### src/rtl/reset_seq_ctrl_pkg.sv
// Shared state encoding, default parameter values and sizing helper for the
// staged reset sequencer.
package reset_seq_ctrl_pkg;

    typedef enum logic [1:0] {
        ST_HOLD       = 2'd0,
        ST_REL_BUS    = 2'd1,
        ST_REL_PERIPH = 2'd2,
        ST_RUN        = 2'd3
    } seq_state_e;

    localparam int unsigned DEF_SYNC_STAGES    = 2;
    localparam int unsigned DEF_FILTER_CYCLES  = 4;
    localparam int unsigned DEF_STRETCH_CYCLES = 16;
    localparam int unsigned DEF_STAGE_GAP      = 8;

    // Width able to hold max(a, b) - 1, never less than one bit.
    function automatic int unsigned cnt_width(input int unsigned a, input int unsigned b);
        int unsigned m;
        m = (a > b) ? a : b;
        return (m < 2) ? 1 : $clog2(m);
    endfunction

endpackage

### src/rtl/sync_ff.sv
// Multi-stage flop synchroniser for one asynchronous bit; a block reset
// preloads every stage with RST_VAL.
module sync_ff #(
    parameter int unsigned DEPTH   = 2,
    parameter logic        RST_VAL = 1'b0
) (
    input  logic clk_i,
    input  logic rst_i,
    input  logic d_i,
    output logic q_o
);

    logic [DEPTH-1:0] chain_q;

    // NOTE: sequential state uses non-blocking assignment so every stage samples the pre-edge value.
    always_ff @(posedge clk_i) begin
        if (rst_i) begin
            chain_q <= {DEPTH{RST_VAL}};
        end else begin
            chain_q <= {chain_q[DEPTH-2:0], d_i};
        end
    end

    assign q_o = chain_q[DEPTH-1];

endmodule

### src/rtl/reset_seq_ctrl.sv
// Staged reset sequencer: synchronise and filter reset sources, qualify against
// MMCM lock, stretch, then release interconnect, peripherals and core in order.
module reset_seq_ctrl
    import reset_seq_ctrl_pkg::*;
#(
    parameter int unsigned SYNC_STAGES    = DEF_SYNC_STAGES,
    parameter int unsigned FILTER_CYCLES  = DEF_FILTER_CYCLES,
    parameter int unsigned STRETCH_CYCLES = DEF_STRETCH_CYCLES,
    parameter int unsigned STAGE_GAP      = DEF_STAGE_GAP
) (
    input  logic clock,
    input  logic reset,
    input  logic ext_reset_in,
    input  logic aux_reset_in,
    input  logic mb_debug_sys_rst,
    input  logic dcm_locked,
    output logic bus_struct_reset,
    output logic interconnect_aresetn,
    output logic peripheral_reset,
    output logic peripheral_aresetn,
    output logic mb_reset,
    output logic seq_done
);

    localparam int unsigned CNT_W  = cnt_width(STRETCH_CYCLES, STAGE_GAP);
    localparam int unsigned FCNT_W = $clog2(FILTER_CYCLES + 1);

    localparam logic [CNT_W-1:0]  STRETCH_LAST = CNT_W'(STRETCH_CYCLES - 1);
    localparam logic [CNT_W-1:0]  GAP_LAST     = CNT_W'(STAGE_GAP - 1);
    localparam logic [FCNT_W-1:0] FILT_MAX     = FCNT_W'(FILTER_CYCLES);

    logic ext_s, aux_s, dbg_s, locked_s;

    sync_ff #(.DEPTH(SYNC_STAGES), .RST_VAL(1'b0)) u_sync_ext (
        .clk_i(clock), .rst_i(reset), .d_i(ext_reset_in), .q_o(ext_s)
    );
    sync_ff #(.DEPTH(SYNC_STAGES), .RST_VAL(1'b0)) u_sync_aux (
        .clk_i(clock), .rst_i(reset), .d_i(aux_reset_in), .q_o(aux_s)
    );
    sync_ff #(.DEPTH(SYNC_STAGES), .RST_VAL(1'b1)) u_sync_dbg (
        .clk_i(clock), .rst_i(reset), .d_i(mb_debug_sys_rst), .q_o(dbg_s)
    );
    sync_ff #(.DEPTH(SYNC_STAGES), .RST_VAL(1'b0)) u_sync_lock (
        .clk_i(clock), .rst_i(reset), .d_i(dcm_locked), .q_o(locked_s)
    );

    seq_state_e        state_q, state_d;
    logic [CNT_W-1:0]  cnt_q, cnt_d;
    logic [FCNT_W-1:0] fcnt_q, fcnt_d;
    logic              req_c, qual_c, hold_c;
    logic              bus_rst_q, bus_rst_d;
    logic              periph_rst_q, periph_rst_d;
    logic              mb_rst_q, mb_rst_d;

    // NOTE: every always_comb output gets a default first so no path can infer a latch.
    always_comb begin
        req_c  = ~ext_s | ~aux_s;
        fcnt_d = '0;
        if (req_c) begin
            fcnt_d = (fcnt_q == FILT_MAX) ? FILT_MAX : fcnt_q + FCNT_W'(1);
        end
        // Qualify on the run length including the current cycle.
        qual_c = (fcnt_d == FILT_MAX);
        hold_c = qual_c | dbg_s | ~locked_s;

        state_d = state_q;
        cnt_d   = cnt_q;
        unique case (state_q)
            ST_HOLD: begin
                if (cnt_q == STRETCH_LAST) begin
                    state_d = ST_REL_BUS;
                    cnt_d   = '0;
                end else begin
                    cnt_d = cnt_q + CNT_W'(1);
                end
            end
            ST_REL_BUS: begin
                if (cnt_q == GAP_LAST) begin
                    state_d = ST_REL_PERIPH;
                    cnt_d   = '0;
                end else begin
                    cnt_d = cnt_q + CNT_W'(1);
                end
            end
            ST_REL_PERIPH: begin
                if (cnt_q == GAP_LAST) begin
                    state_d = ST_RUN;
                    cnt_d   = '0;
                end else begin
                    cnt_d = cnt_q + CNT_W'(1);
                end
            end
            ST_RUN: ;
        endcase

        // A live request wins over any release decided above.
        if (hold_c) begin
            state_d = ST_HOLD;
            cnt_d   = '0;
        end

        bus_rst_d    = (state_d == ST_HOLD);
        periph_rst_d = (state_d == ST_HOLD) || (state_d == ST_REL_BUS);
        mb_rst_d     = (state_d != ST_RUN);
    end

    always_ff @(posedge clock) begin
        if (reset) begin
            state_q      <= ST_HOLD;
            cnt_q        <= '0;
            fcnt_q       <= '0;
            bus_rst_q    <= 1'b1;
            periph_rst_q <= 1'b1;
            mb_rst_q     <= 1'b1;
        end else begin
            state_q      <= state_d;
            cnt_q        <= cnt_d;
            fcnt_q       <= fcnt_d;
            bus_rst_q    <= bus_rst_d;
            periph_rst_q <= periph_rst_d;
            mb_rst_q     <= mb_rst_d;
        end
    end

    assign bus_struct_reset     = bus_rst_q;
    assign interconnect_aresetn = ~bus_rst_q;
    assign peripheral_reset     = periph_rst_q;
    assign peripheral_aresetn   = ~periph_rst_q;
    assign mb_reset             = mb_rst_q;
    assign seq_done             = ~mb_rst_q;

endmodule

### config.mk
export PLATFORM = sky130hd
export DESIGN_NAME = reset_seq_ctrl
export DESIGN_NICKNAME = d
export VERILOG_FILES = /design/src/rtl/reset_seq_ctrl_pkg.sv /design/src/rtl/sync_ff.sv /design/src/rtl/reset_seq_ctrl.sv
export SDC_FILE = /design/constraint.sdc
export NUM_CORES = 1
export LEC_CHECK = 0
export ABC_AREA = 1
export CORE_UTILIZATION = 56
export DETAILED_ROUTE_END_ITERATION = 12
export HOLD_SLACK_MARGIN = 0.12
export PLACE_DENSITY = 0.83
export SLEW_MARGIN = 30
export SYNTH_ARGS = -nofsm -noshare
export SYNTH_HDL_FRONTEND = slang
export SYNTH_HIERARCHICAL = 1
export SYNTH_SLANG_ARGS = --single-unit
export TNS_END_PERCENT = 10
### constraint.sdc
create_clock -name clock -period 2.25 [get_ports clock]
set_input_delay 0.45 -clock clock [delete_from_list [all_inputs] [get_ports clock]]
set_output_delay 0.45 -clock clock [all_outputs]
set_load 0.02 [all_outputs]
== After elaboration in Yosys (flattened, before gate mapping) ==
Cells that the tools add are included.

* Add/sub/neg operators: 2
* Equality and inequality tests: 8
* Mux-type cells: 10
* Bitwise operators: 9
* Reduce and logical (&&, ||, !) cells: 6

{| class="wikitable"
|+ Operators with widths
! kind !! count
|-
| $mux 2 || 4
|-
| $mux 4 || 2
|-
| $pmux 4 s2 || 1
|-
| $eq 3x3->1 const B || 2
|-
| $mux 3 || 2
|-
| $not 1->1 || 6
|-
| $pmux 2 s3 || 1
|-
| $add 4x1->4 const B || 1
|-
| $eq 2x1->1 const B || 2
|-
| $eq 4x3->1 const B || 1
|-
| $eq 4x4->1 const B || 1
|-
| $logic_not 2->1 || 2
|-
| $reduce_or 2->1 || 2
|-
| $add 3x1->3 const B || 1
|-
| $or 1x1->1 || 3
|-
| $eq 2x2->1 const B || 1
|-
| $ne 2x2->1 const B || 1
|-
| $reduce_bool 2->1 || 1
|-
| $logic_or 1x1->1 || 1
|}

* Register bits after elaboration: 20
* Input port bits: 6

== Longest topological paths before layout ==
Gate-level depths: netlist of run 1.

* Word-level depth: 9
* Mapped depth: 10
* Mapped depth without buffers: 10

== Cells and area by module ==
The synthesis of run 1 kept the hierarchy.

{| class="wikitable"
|+ By module, submodules not included
! module !! instances !! cells each !! area an instance (um2) !! seq. area each (um2)
|-
| reset_seq_ctrl || 1 || 85 || 680.7 || 240.2
|-
| sync_ff at u_sync_aux ... || 3 || 6 || 55.1 || 40.0
|-
| sync_ff at u_sync_dbg || 1 || 7 || 58.8 || 40.0
|}

== Least setup slack after synthesis of run 1 ==
No wires, ideal clock.

* Path type: reg2reg
* Start point: register fcnt_q[0]
* End point: register mb_rst_q, in the netlist mb_reset
* Data arrival time: 1.131 ns
* Slack: 1.003 ns
* Stages on the path, launching flop included: 10
* Clock period less this slack: 1.247 ns
* Cells stage by stage: dfxtp_1 -> inv_1 -> ha_1 -> nand2_1 -> nand2_1 -> clkinv_1 -> nand2_2 -> nand3_2 -> nor2_4 -> nand2_1

* Cells in the longest elaborated chain, start to end: 8
* Elaborated cells between the ends (all ways): 9
* Classes of those cells: add/sub: 1; eq/ne: 3; mux: 3; bitwise: 2

{| class="wikitable"
|+ RTL lines
! item !! RTL line !! text
|-
| start, declared || reset_seq_ctrl.sv:49 || <nowiki>logic [FCNT_W-1:0] fcnt_q, fcnt_d;</nowiki>
|-
| start signal, assigned || reset_seq_ctrl.sv:118 || <nowiki>fcnt_q <= fcnt_d;</nowiki>
|-
| $add 3x1->3 or $eq 3x3->1 (tied branches) || reset_seq_ctrl.sv:60 || <nowiki>fcnt_d = (fcnt_q == FILT_MAX) ? FILT_MAX : fcnt_q + FCNT_W'(1);</nowiki>
|-
| $mux 3 * || reset_seq_ctrl.sv:60 ||
|-
| $mux 3 * || reset_seq_ctrl.sv:59 || <nowiki>if (req_c) begin</nowiki>
|-
| $eq 3x3->1 * || reset_seq_ctrl.sv:63 || <nowiki>qual_c = (fcnt_d == FILT_MAX);</nowiki>
|-
| $or 1x1->1 * (2 in series) || reset_seq_ctrl.sv:64 || <nowiki>hold_c = qual_c | dbg_s | ~locked_s;</nowiki>
|-
| $mux 2 * || reset_seq_ctrl.sv:97 || <nowiki>if (hold_c) begin</nowiki>
|-
| $ne 2x2->1 * || reset_seq_ctrl.sv:104 || <nowiki>mb_rst_d = (state_d != ST_RUN);</nowiki>
|-
| end signal, assigned || reset_seq_ctrl.sv:121 || <nowiki>mb_rst_q <= mb_rst_d;</nowiki>
|-
| end, declared || reset_seq_ctrl.sv:53 || <nowiki>logic mb_rst_q, mb_rst_d;</nowiki>
|}

Mark *: on every way between the ends. The rest lies on a longest branch, timed or not.
A chain may end at the register's enable or synchronous reset.

== Worst setup path after layout of run 1 ==
* Start point: register bus_rst_q, in the netlist bus_struct_reset
* End point: output interconnect_aresetn

* Cells in the longest elaborated chain, start to end: 1

{| class="wikitable"
|+ RTL lines
! item !! RTL line !! text
|-
| start, declared || reset_seq_ctrl.sv:51 || <nowiki>logic bus_rst_q, bus_rst_d;</nowiki>
|-
| start signal, assigned || reset_seq_ctrl.sv:119 || <nowiki>bus_rst_q <= bus_rst_d;</nowiki>
|-
| $not 1->1 || reset_seq_ctrl.sv:126 || <nowiki>assign interconnect_aresetn = ~bus_rst_q;</nowiki>
|-
| end, declared || reset_seq_ctrl.sv:18 || <nowiki>output logic interconnect_aresetn,</nowiki>
|}

No other way between the ends.

==> reports/qor.yml, run 1 <==
worst_setup_path:
  rrSetupSlack_ns: 0.88
  cp_top_family: "buffers and inverters"
  r2r-end: "mb_reset"
  endpoint_kind: "primary output"
  crit_fanout: 2
  cp.depth: 2
  crit_start: "bus_struct_reset"
  cp_cell_sequence: "inv_1, clkdlybuf4s50_1"
  cp.required_ns: 1.80
  path_buf_inv: 2
  crit_path_end: "interconnect_aresetn"
  cp_slowest_cell: "clkdlybuf4s50_1"
  r2r_start: "fcnt_q[0]"
  max_stage_delay_ns: 0.58
  crit_type: "reg2out"
  cp.arrival_ns: 1.24
  start_kind: "flop"
  rr_worst_depth: 9
clock_tree:
  clock_latency_ns: 0.29
  cts_buffers: 3
  cts_tree: "built"
  cts_max_level: 1
  root_buffer: "clkbuf_4"
  cts.sinks: 20
  ctsHoldBuffers: 0
  cts_buffer_depth: 2
  cts_setup_buffers: 0
  cts-resized-gates: 0
  clk_pin_slew_ns: 0.10
cells_and_area:
  final_cells: 141
  n_antenna_cell: 0
  layout-area-overhead-vs-synth_pct: 18.4
  nets: 139
  utilization: 0.711
  drive_above_1_share: 0.144
die:
  fp.dieH_um: 42.2
  row_count: 14
  core_um2: 1510
  dieArea_um2: 1780
  die_w_um: 42.2
  pin_count: 12
  start_util: 0.600
pwr:
  pwr-share-comb: 0.073
  pwr-share-clk: 0.323
  intPower_uw: 486
  sequentialPowerShare: 0.603
  p_sw_uw: 130
  powerDensity_nw_per_um2: 575
  vdd_drop_max_v: 0.000461
  switching_share: 0.211
  p_leak_nw: 0.510
logic_synthesis:
  synth_top_family_by_area: "simple AND/OR/NAND/NOR gates"
  seq_area_frac_synth: 0.443
  yosysUniqueCellTypes: 21
  synth_compound_area_frac: 0.0152
  synth_area_um2: 905
  synth_top_area_share: 0.443
  yosys-mux-area-fraction: 0.0111
  synthesis.nets: 123
  yosys_warnings: 6
  synth.avg_cell_area_um2: 8.22
  synthAdderAreaFrac: 0.0968
  yosys.area_share.xor_xnor: 0.0290
  synth_edf_count: 0
  synthCells: 110
  ys.flop_type: "dfxtp_1"
  yosys.area_share.simple: 0.313
  synth-seq-cells: 20
  async_reset_ff_frac: 0
  synth.area.top_cells: "dfxtp_1 44%, ha_1 9.7%, nand2_1 9.5%, inv_1 8.3%, nor2_1 5.0%"
  yosys.area.top_type: "dfxtp_1"
drt:
  via_per_inst: 4.62
  drc: 0
  num_vias: 652
  detail_route.iter0.violations: 6
  wl_per_cell_um: 9.59
  drt_pre_antenna_iters: 4
  wl_mm: 1.35
  ant_nets: 0
flow_run:
  maxCapViolations: 0
min_path:
  hp-class: "reg2reg"
  worstHoldStart: "u_sync_ext/chain_q[0]"
timing:
  max_freq_mhz: 591
  final-max-slew-violation-count: 0
  fin_skew_ns: 0.00150
  fin_crit_sh: 0.752
  maxSlewHeadroom: 0.713
  setup_tns_ns: 0
  setup_viol: 0
  layout_setup_ws_ns: 0.558
  finalHoldViolCount: 0
  period_minus_slack_ns: 1.69
  worst_pin_slew_ns: 0.430
  grt_setup_unrepaired: "false"
placement:
  dp_hpwl_mm: 1.09
  port-buffer-count: 11
  pre_cts_ws_ns: 0.378
  gp_congestion: 0.749
  dp.cells: 137
grt:
  grt-ovfl-total: 0
  antenna_found_initial: 0
  grt_max_degree: 12
  first_global_vias: 608
  grt_pass1_wl_mm: 2.35
  grt_use_total: 0.175
run_status:
  outcome: "finished, final reports clean"
## registers in the layout, indices dropped and copies added (netlist names)
| name | flops |
|---|---|
| cnt_q | 4 |
| peripheral_reset | 1 |
| u_sync_lock/chain_q | 2 |
| u_sync_dbg/chain_q | 2 |
| u_sync_aux/chain_q | 2 |
| mb_reset | 1 |
| state_q | 2 |
| u_sync_ext/chain_q | 2 |
| fcnt_q | 3 |
| bus_struct_reset | 1 |
## final cells by class
cell class | instances | area, um^2
sequential | 20 | 400
fill | 110 | 435
timing repair buffer | 11 | 110
inverter | 22 | 83.8
tap | 16 | 20.0
clock buffer | 4 | 36.3
multi-input combinational | 68 | 420
## metrics by stage
step           area [um^2]  hold WS [ns]  total power, mW
2_1_floorplan          905         0.387            0.407
3_3_place_gp          1030         0.390            0.421
3_5_place_dp          1030         0.399            0.425
4_1_cts               1070         0.416            0.625
5_1_grt               1070         0.440            0.649
6_report              1070         0.415            0.616
## power groups by stage
stage	Sequential, mW	Clock, mW	Combinational [mW]
6_report	0.372	0.199	0.0450
4_1_cts	0.372	0.208	0.0453
5_1_grt	0.373	0.224	0.0516
3_5_place_dp	0.380	0	0.0446
3_3_place_gp	0.379	0	0.0419
2_1_floorplan	0.379	0	0.0282
## placed cells by master (no fill, tap or decap), types with 2 or more instances in the layout
master | synthesis | layout
clkbuf_4 | 0 | 3
clkdlybuf4s50_1 | 0 | 11
dfxtp_1 | 20 | 20
ha_1 | 7 | 7
inv_1 | 20 | 20
nand2_1 | 23 | 23
nand2_2 | 4 | 4
nand3_1 | 4 | 4
nand4_1 | 2 | 2
nor2_1 | 12 | 12
nor2_2 | 3 | 3
nor2_4 | 2 | 2
xor2_1 | 3 | 3
## worst reg2reg max path: cells and delay by family, from the launching register on
kind / cells / cell delay (ns)
AND/OR/NAND/NOR: 6 / 0.52
flip-flops: 1 / 0.35
adder cells (fa/ha/maj): 1 / 0.27
buffers and inverters: 2 / 0.13
## worst min path at each step
stage | endpoint | slack [ns] | cells past startpoint
2_1_floorplan | u_sync_dbg/chain_q[1] | 0.39 | 2
3_3_place_gp | u_sync_ext/chain_q[1] | 0.39 | 2
3_5_place_dp | u_sync_ext/chain_q[1] | 0.40 | 2
4_1_cts | u_sync_ext/chain_q[1] | 0.42 | 2
5_1_grt | u_sync_lock/chain_q[1] | 0.44 | 2
6_report | u_sync_ext/chain_q[1] | 0.41 | 2
## kinds of logic after synthesis
| group | Yosys count |
|---|---|
| multiplexers | 1 |
| buffers and inverters | 22 |
| XOR/XNOR | 3 |
| flip-flops | 20 |
| adder cells (fa/ha/maj) | 7 |
| AO/OA/AOI/OAI | 2 |
| AND/OR/NAND/NOR | 55 |
## cells in the mapped netlist, types with 2 or more instances
master,number
nor2_4,2
xor2_1,3
nand2_2,4
ha_1,7
nand3_1,4
nand4_1,2
dfxtp_1,20
nor2_1,12
inv_1,20
nand2_1,23
nor2_2,3
## per-layer routing
metal  vias to the layer above  GRT usage  wire, um
li1                        361          -         -
met1                       283      0.207       625
met2                         6      0.302       694
met3                         2     0.0129        22
met4                         0      0.113        10
met5                         -          0         0
Power figures use the tool's default switching activity.
==> run 2, diff against run 1 <==
--- a/config.mk
+++ b/config.mk
@@ -6,10 +6,10 @@
 export NUM_CORES = 1
 export LEC_CHECK = 0
 export ABC_AREA = 1
-export CORE_UTILIZATION = 56
+export CORE_UTILIZATION = 52
 export DETAILED_ROUTE_END_ITERATION = 12
 export HOLD_SLACK_MARGIN = 0.12
-export PLACE_DENSITY = 0.83
+export PLACE_DENSITY = 0.78
 export SLEW_MARGIN = 30
 export SYNTH_ARGS = -nofsm -noshare
 export SYNTH_HDL_FRONTEND = slang
==> constraint.sdc (replaced) <==
create_clock -name clock -period 1.7 [get_ports clock]
set_input_delay 0.34 -clock clock [delete_from_list [all_inputs] [get_ports clock]]
set_output_delay 0.34 -clock clock [all_outputs]
set_load 0.02 [all_outputs]
==> run 2 against run 1 <==
Net effect: combinational power grew 32%; clock skew grew 0.00070 ns; routed wire length is 0.96% higher; worst hold slack lost 0.0025 ns; via count grew 2.9%; critical path depth is the same; core utilization is 1.9 points lower; design area up 0.70%; setup slack lost 0.44 ns; global-route usage increased by 0.45 points; cell count up 0.71%; first-iteration DRC count unchanged; critical endpoint is now peripheral_aresetn.
==> reports/qor.yml, run 2 (synthesized netlist as in run 1, its figures left out) <==
run_status:
  outcome: "finished, final reports clean"
clock_tree:
  root_buffer: "clkbuf_4"
  cts_tree: "built"
  cts_max_level: 1
  clk_pin_slew_ns: 0.10
  cts_buffers: 3
  cts.sinks: 20
  ctsHoldBuffers: 0
  cts_buffer_depth: 2
  cts_setup_buffers: 0
  cts-resized-gates: 0
  clock_latency_ns: 0.29
die:
  row_count: 14
  start_util: 0.580
  die_w_um: 43.7
  dieArea_um2: 1910
  core_um2: 1560
  fp.dieH_um: 43.7
  pin_count: 12
cells_and_area:
  fill_cells: 128
  top_regs: "cnt_q x4, fcnt_q x3"
  nets: 140
  largest_reg_flops: 4
  drive_above_1_share: 0.151
  seqCellArea_um2: 400
  layout-area-overhead-vs-synth_pct: 19.2
  multiInputGateArea_um2: 420
  n_antenna_cell: 0
  top_register: "cnt_q"
  layout.cells.most_common: "nand2_1"
  final_cell_mix: "23 x nand2_1, 20 x inv_1, 20 x dfxtp_1, 12 x nor2_1, 11 x clkdlybuf4s50_1"
timing:
  worst_pin_slew_ns: 0.266
  hold_ws_ns: 0.412
  maxSlewHeadroom: 0.823
  period_minus_slack_ns: 1.59
  finalHoldViolCount: 0
  fin_crit_sh: 0.933
  setup_tns_ns: 0
  final-max-slew-violation-count: 0
  grt_setup_unrepaired: "false"
  max_freq_mhz: 630
  setup_viol: 0
  fin_skew_ns: 0.00221
grt:
  grt_pass1_wl_mm: 2.49
  grt_max_degree: 12
  grt-ovfl-total: 0
  antenna_found_initial: 0
  grt_use_total: 0.179
  first_global_vias: 629
flow_run:
  maxCapViolations: 0
pwr:
  vdd_drop_max_v: 0.000728
  powerDensity_nw_per_um2: 756
  p_leak_nw: 0.515
worst_setup_path:
  endpoint_kind: "primary output"
  start_kind: "flop"
  cp.arrival_ns: 1.25
  cp.required_ns: 1.36
  crit_fanout: 2
  rr_worst_depth: 6
  rrSetupSlack_ns: 0.34
  crit_type: "reg2out"
placement:
  gp_congestion: 0.749
  port-buffer-count: 11
  dp_hpwl_mm: 1.13
drt:
  wl_per_cell_um: 9.61
  detail_route.iter0.violations: 6
  drc: 0
  via_per_inst: 4.73
  drt_pre_antenna_iters: 4
  wl_mm: 1.37
  ant_nets: 0
  num_vias: 671
min_path:
  hp-class: "reg2reg"
  hold_depth: 2
[run 2: worst max-delay path, cell delays in order (launching register included)]
cell and delay, ns:
dfxtp_1 0.32, inv_1 0.04, clkdlybuf4s50_1 0.59
[run 2: final cells by class]
type	instances	area share
Multi-Input combinational cell	68	0.390
Timing Repair Buffer	12	0.109
Clock buffer	4	0.0336
Inverter	22	0.0777
Sequential cell	20	0.371
Tap cell	16	0.0186
[run 2: power breakdown]
group | internal (mW) | leakage [nW] | total [mW] | switching [mW]
Clock | 0.130 | 0.0210 | 0.264 | 0.133
Sequential | 0.485 | 0.164 | 0.492 | 0.00758
Combinational | 0.0289 | 0.330 | 0.0593 | 0.0303
[run 2: path summary, 6_finish.rpt]
path | from | endpoint
setup / recovery | peripheral_reset | peripheral_aresetn
hold / removal | u_sync_ext/chain_q[0] | u_sync_ext/chain_q[1]
setup reg to reg | state_q[0] | cnt_q[0]
hold reg to reg | u_sync_ext/chain_q[0] | u_sync_ext/chain_q[1]
[run 2: per-layer routing]
metal / wire (um) / track usage / up-vias
li1: - / - / 364
met2: 647 / 0.275 / 11
met4: 34 / 0.0938 / 0
met1: 649 / 0.238 / 291
met3: 34 / 0.0375 / 5
met5: 0 / 0 / -
[run 2: stage by stage]
stage                     cells  utilization  cell area [um^2]  power, mW  setup slack (ns)
final                       142        0.692              1080      0.815             0.113
after global routing        142        0.692              1080      0.860            0.0474
after CTS                   142        0.692              1080      0.828            0.0978
after detailed placement    138        0.669              1040      0.563             0.179
after global placement      138        0.669              1040      0.560             0.212
after floorplan             110            -               905      0.539             0.453
==> run 3, diff against run 2 <==
--- a/config.mk
+++ b/config.mk
@@ -9,7 +9,8 @@
 export CORE_UTILIZATION = 52
 export DETAILED_ROUTE_END_ITERATION = 12
 export HOLD_SLACK_MARGIN = 0.12
-export PLACE_DENSITY = 0.78
+export PLACE_DENSITY = 0.8
+export SETUP_SLACK_MARGIN = 0.15
 export SLEW_MARGIN = 30
 export SYNTH_ARGS = -nofsm -noshare
 export SYNTH_HDL_FRONTEND = slang
==> run 3 against run 2 <==
Net effect: global-route usage decreased by 0.32 points; flip-flop and latch count unchanged; cell count is the same; largest power group unchanged; total power shrank 0.42%; maximum frequency is 0.23% higher; non-clock buffer count unchanged; worst hold slack improved by 0.0049 ns; via count increased by 0.75%; combinational power about the same; sequential share of layout area barely moved; core utilization rose by 0.080 points; die area did not move; critical path type unchanged.
==> reports/qor.yml, run 3 (synthesized netlist as in run 1, its figures left out) <==
run_status:
  outcome: "finished, final reports clean"
min_path:
  hp-class: "reg2reg"
cells_and_area:
  largest_reg_flops: 4
  drive_above_1_share: 0.151
  layout-area-overhead-vs-synth_pct: 19.4
  layout.cells.most_common: "nand2_1"
  final_cell_mix: "23 x nand2_1, 20 x inv_1, 20 x dfxtp_1, 12 x nor2_1, 9 x clkdlybuf4s50_1"
  nets: 140
  top_regs: "cnt_q x4, fcnt_q x3"
  final_cell_area_um2: 1080
  n_antenna_cell: 0
  top_register: "cnt_q"
clock_tree:
  clock_latency_ns: 0.29
  ctsHoldBuffers: 0
  cts_buffers: 3
  cts_max_level: 1
  cts.sinks: 20
  cts_tree: "built"
  root_buffer: "clkbuf_4"
  clk_pin_slew_ns: 0.10
  cts_buffer_depth: 2
timing:
  max_freq_mhz: 632
  fin_skew_ns: 0.00429
  maxSlewHeadroom: 0.830
  period_minus_slack_ns: 1.58
  setup_viol: 0
  fin_crit_sh: 0.931
  finalHoldViolCount: 0
  grt_setup_unrepaired: "true"
  worst_pin_slew_ns: 0.254
  setup_tns_ns: 0
  hold_ws_ns: 0.417
  final-max-slew-violation-count: 0
  layout_setup_ws_ns: 0.117
drt:
  drt_pre_antenna_iters: 4
  via_per_inst: 4.76
  wl_mm: 1.36
  wl_per_cell_um: 9.58
  drc: 0
  detail_route.iter0.violations: 10
  num_vias: 676
  ant_nets: 0
grt:
  antenna_found_initial: 0
  met1_usage: 0.220
  first_global_vias: 601
  met3_usage: 0.0625
  met2_usage: 0.275
  grt_most_used_layer: "met2"
  grt_use_total: 0.176
  grt_max_degree: 12
  grt_pass1_wl_mm: 2.44
  grt-ovfl-total: 0
die:
  dieArea_um2: 1910
  row_count: 14
  core_um2: 1560
  start_util: 0.580
  die_w_um: 43.7
  pin_count: 12
  fp.dieH_um: 43.7
worst_setup_path:
  max_stage_delay_ns: 0.59
  cp_top_family: "buffers and inverters"
  cp_cell_sequence: "inv_1, clkdlybuf4s50_1"
  cp.arrival_ns: 1.24
  start_kind: "flop"
  cp_slowest_cell: "clkdlybuf4s50_1"
  path_buf_inv: 2
  endpoint_kind: "primary output"
  crit_fanout: 2
  crit_type: "reg2out"
  cp.required_ns: 1.36
placement:
  placed_cell_area_um2: 1040
  dp_hpwl_mm: 1.12
  port-buffer-count: 11
  pre_cts_ws_ns: 0.188
  gp_congestion: 0.765
pwr:
  vdd_drop_max_v: 0.000634
  powerDensity_nw_per_um2: 752
  p_leak_nw: 0.538
flow_run:
  maxCapViolations: 0
run 3: cell count changes in the layout (fill, tap and decap cells not counted), sizes merged:
cell,previous run,this run
clkdlybuf4s50,11,9
dlygate4sd2,0,1
dlymetal6s2s,0,1
run 3: cell type report:
| class | count | area, um^2 |
|---|---|---|
| fill | 124 | 479 |
| multi-input combinational | 68 | 420 |
| sequential | 20 | 400 |
| timing repair buffer | 12 | 119 |
| inverter | 22 | 83.8 |
| clock buffer | 4 | 36.3 |
| tap | 16 | 20.0 |
run 3: per-stage QoR:
step / util / power (mW) / instances
2_1_floorplan: - / 0.539 / 110
3_3_place_gp: 0.669 / 0.560 / 138
3_5_place_dp: 0.669 / 0.563 / 138
4_1_cts: 0.691 / 0.824 / 142
5_1_grt: 0.693 / 0.865 / 142
6_report: 0.693 / 0.812 / 142
run 3: final timing paths:
kind	startpoint	to	slack [ns]	cells after the start
worst max-delay path	peripheral_reset	peripheral_aresetn	0.12	2
worst min-delay path	u_sync_ext/chain_q[0]	u_sync_ext/chain_q[1]	0.42	2
worst max register to register	fcnt_q[0]	mb_reset	0.37	9
worst min register to register	u_sync_ext/chain_q[0]	u_sync_ext/chain_q[1]	0.42	2
run 3: timing repair:
item | 4_1_cts | 5_1_grt
hold endpoints to repair | 0 | 0
endpoints found under the setup margin | 6 | 5
resized for setup | 1 | 1
buffers inserted | 0 | 0
pin swaps | 0 | 0
run 3: tightest hold or removal path, delay by kind of cell (launching register included):
family                 cells  cell delay (ns)
flip-flops                 1             0.31
AND/OR/NAND/NOR            1             0.03
buffers and inverters      1             0.04
run 3: where the power goes:
part	internal, mW	switching (mW)	total, mW	leakage [nW]
registers	0.485	0.00725	0.492	0.164
logic	0.0292	0.0299	0.0592	0.354
clock network	0.130	0.130	0.261	0.0210
total	0.644	0.167	0.812	0.538
run 3: per-layer routing:
layer / vias up / part of all wire / wire (um)
met5: - / 0 / 0
met4: 0 / 0.011 / 15
met2: 10 / 0.47 / 637
li1: 363 / - / -
met1: 299 / 0.49 / 667
met3: 4 / 0.029 / 40
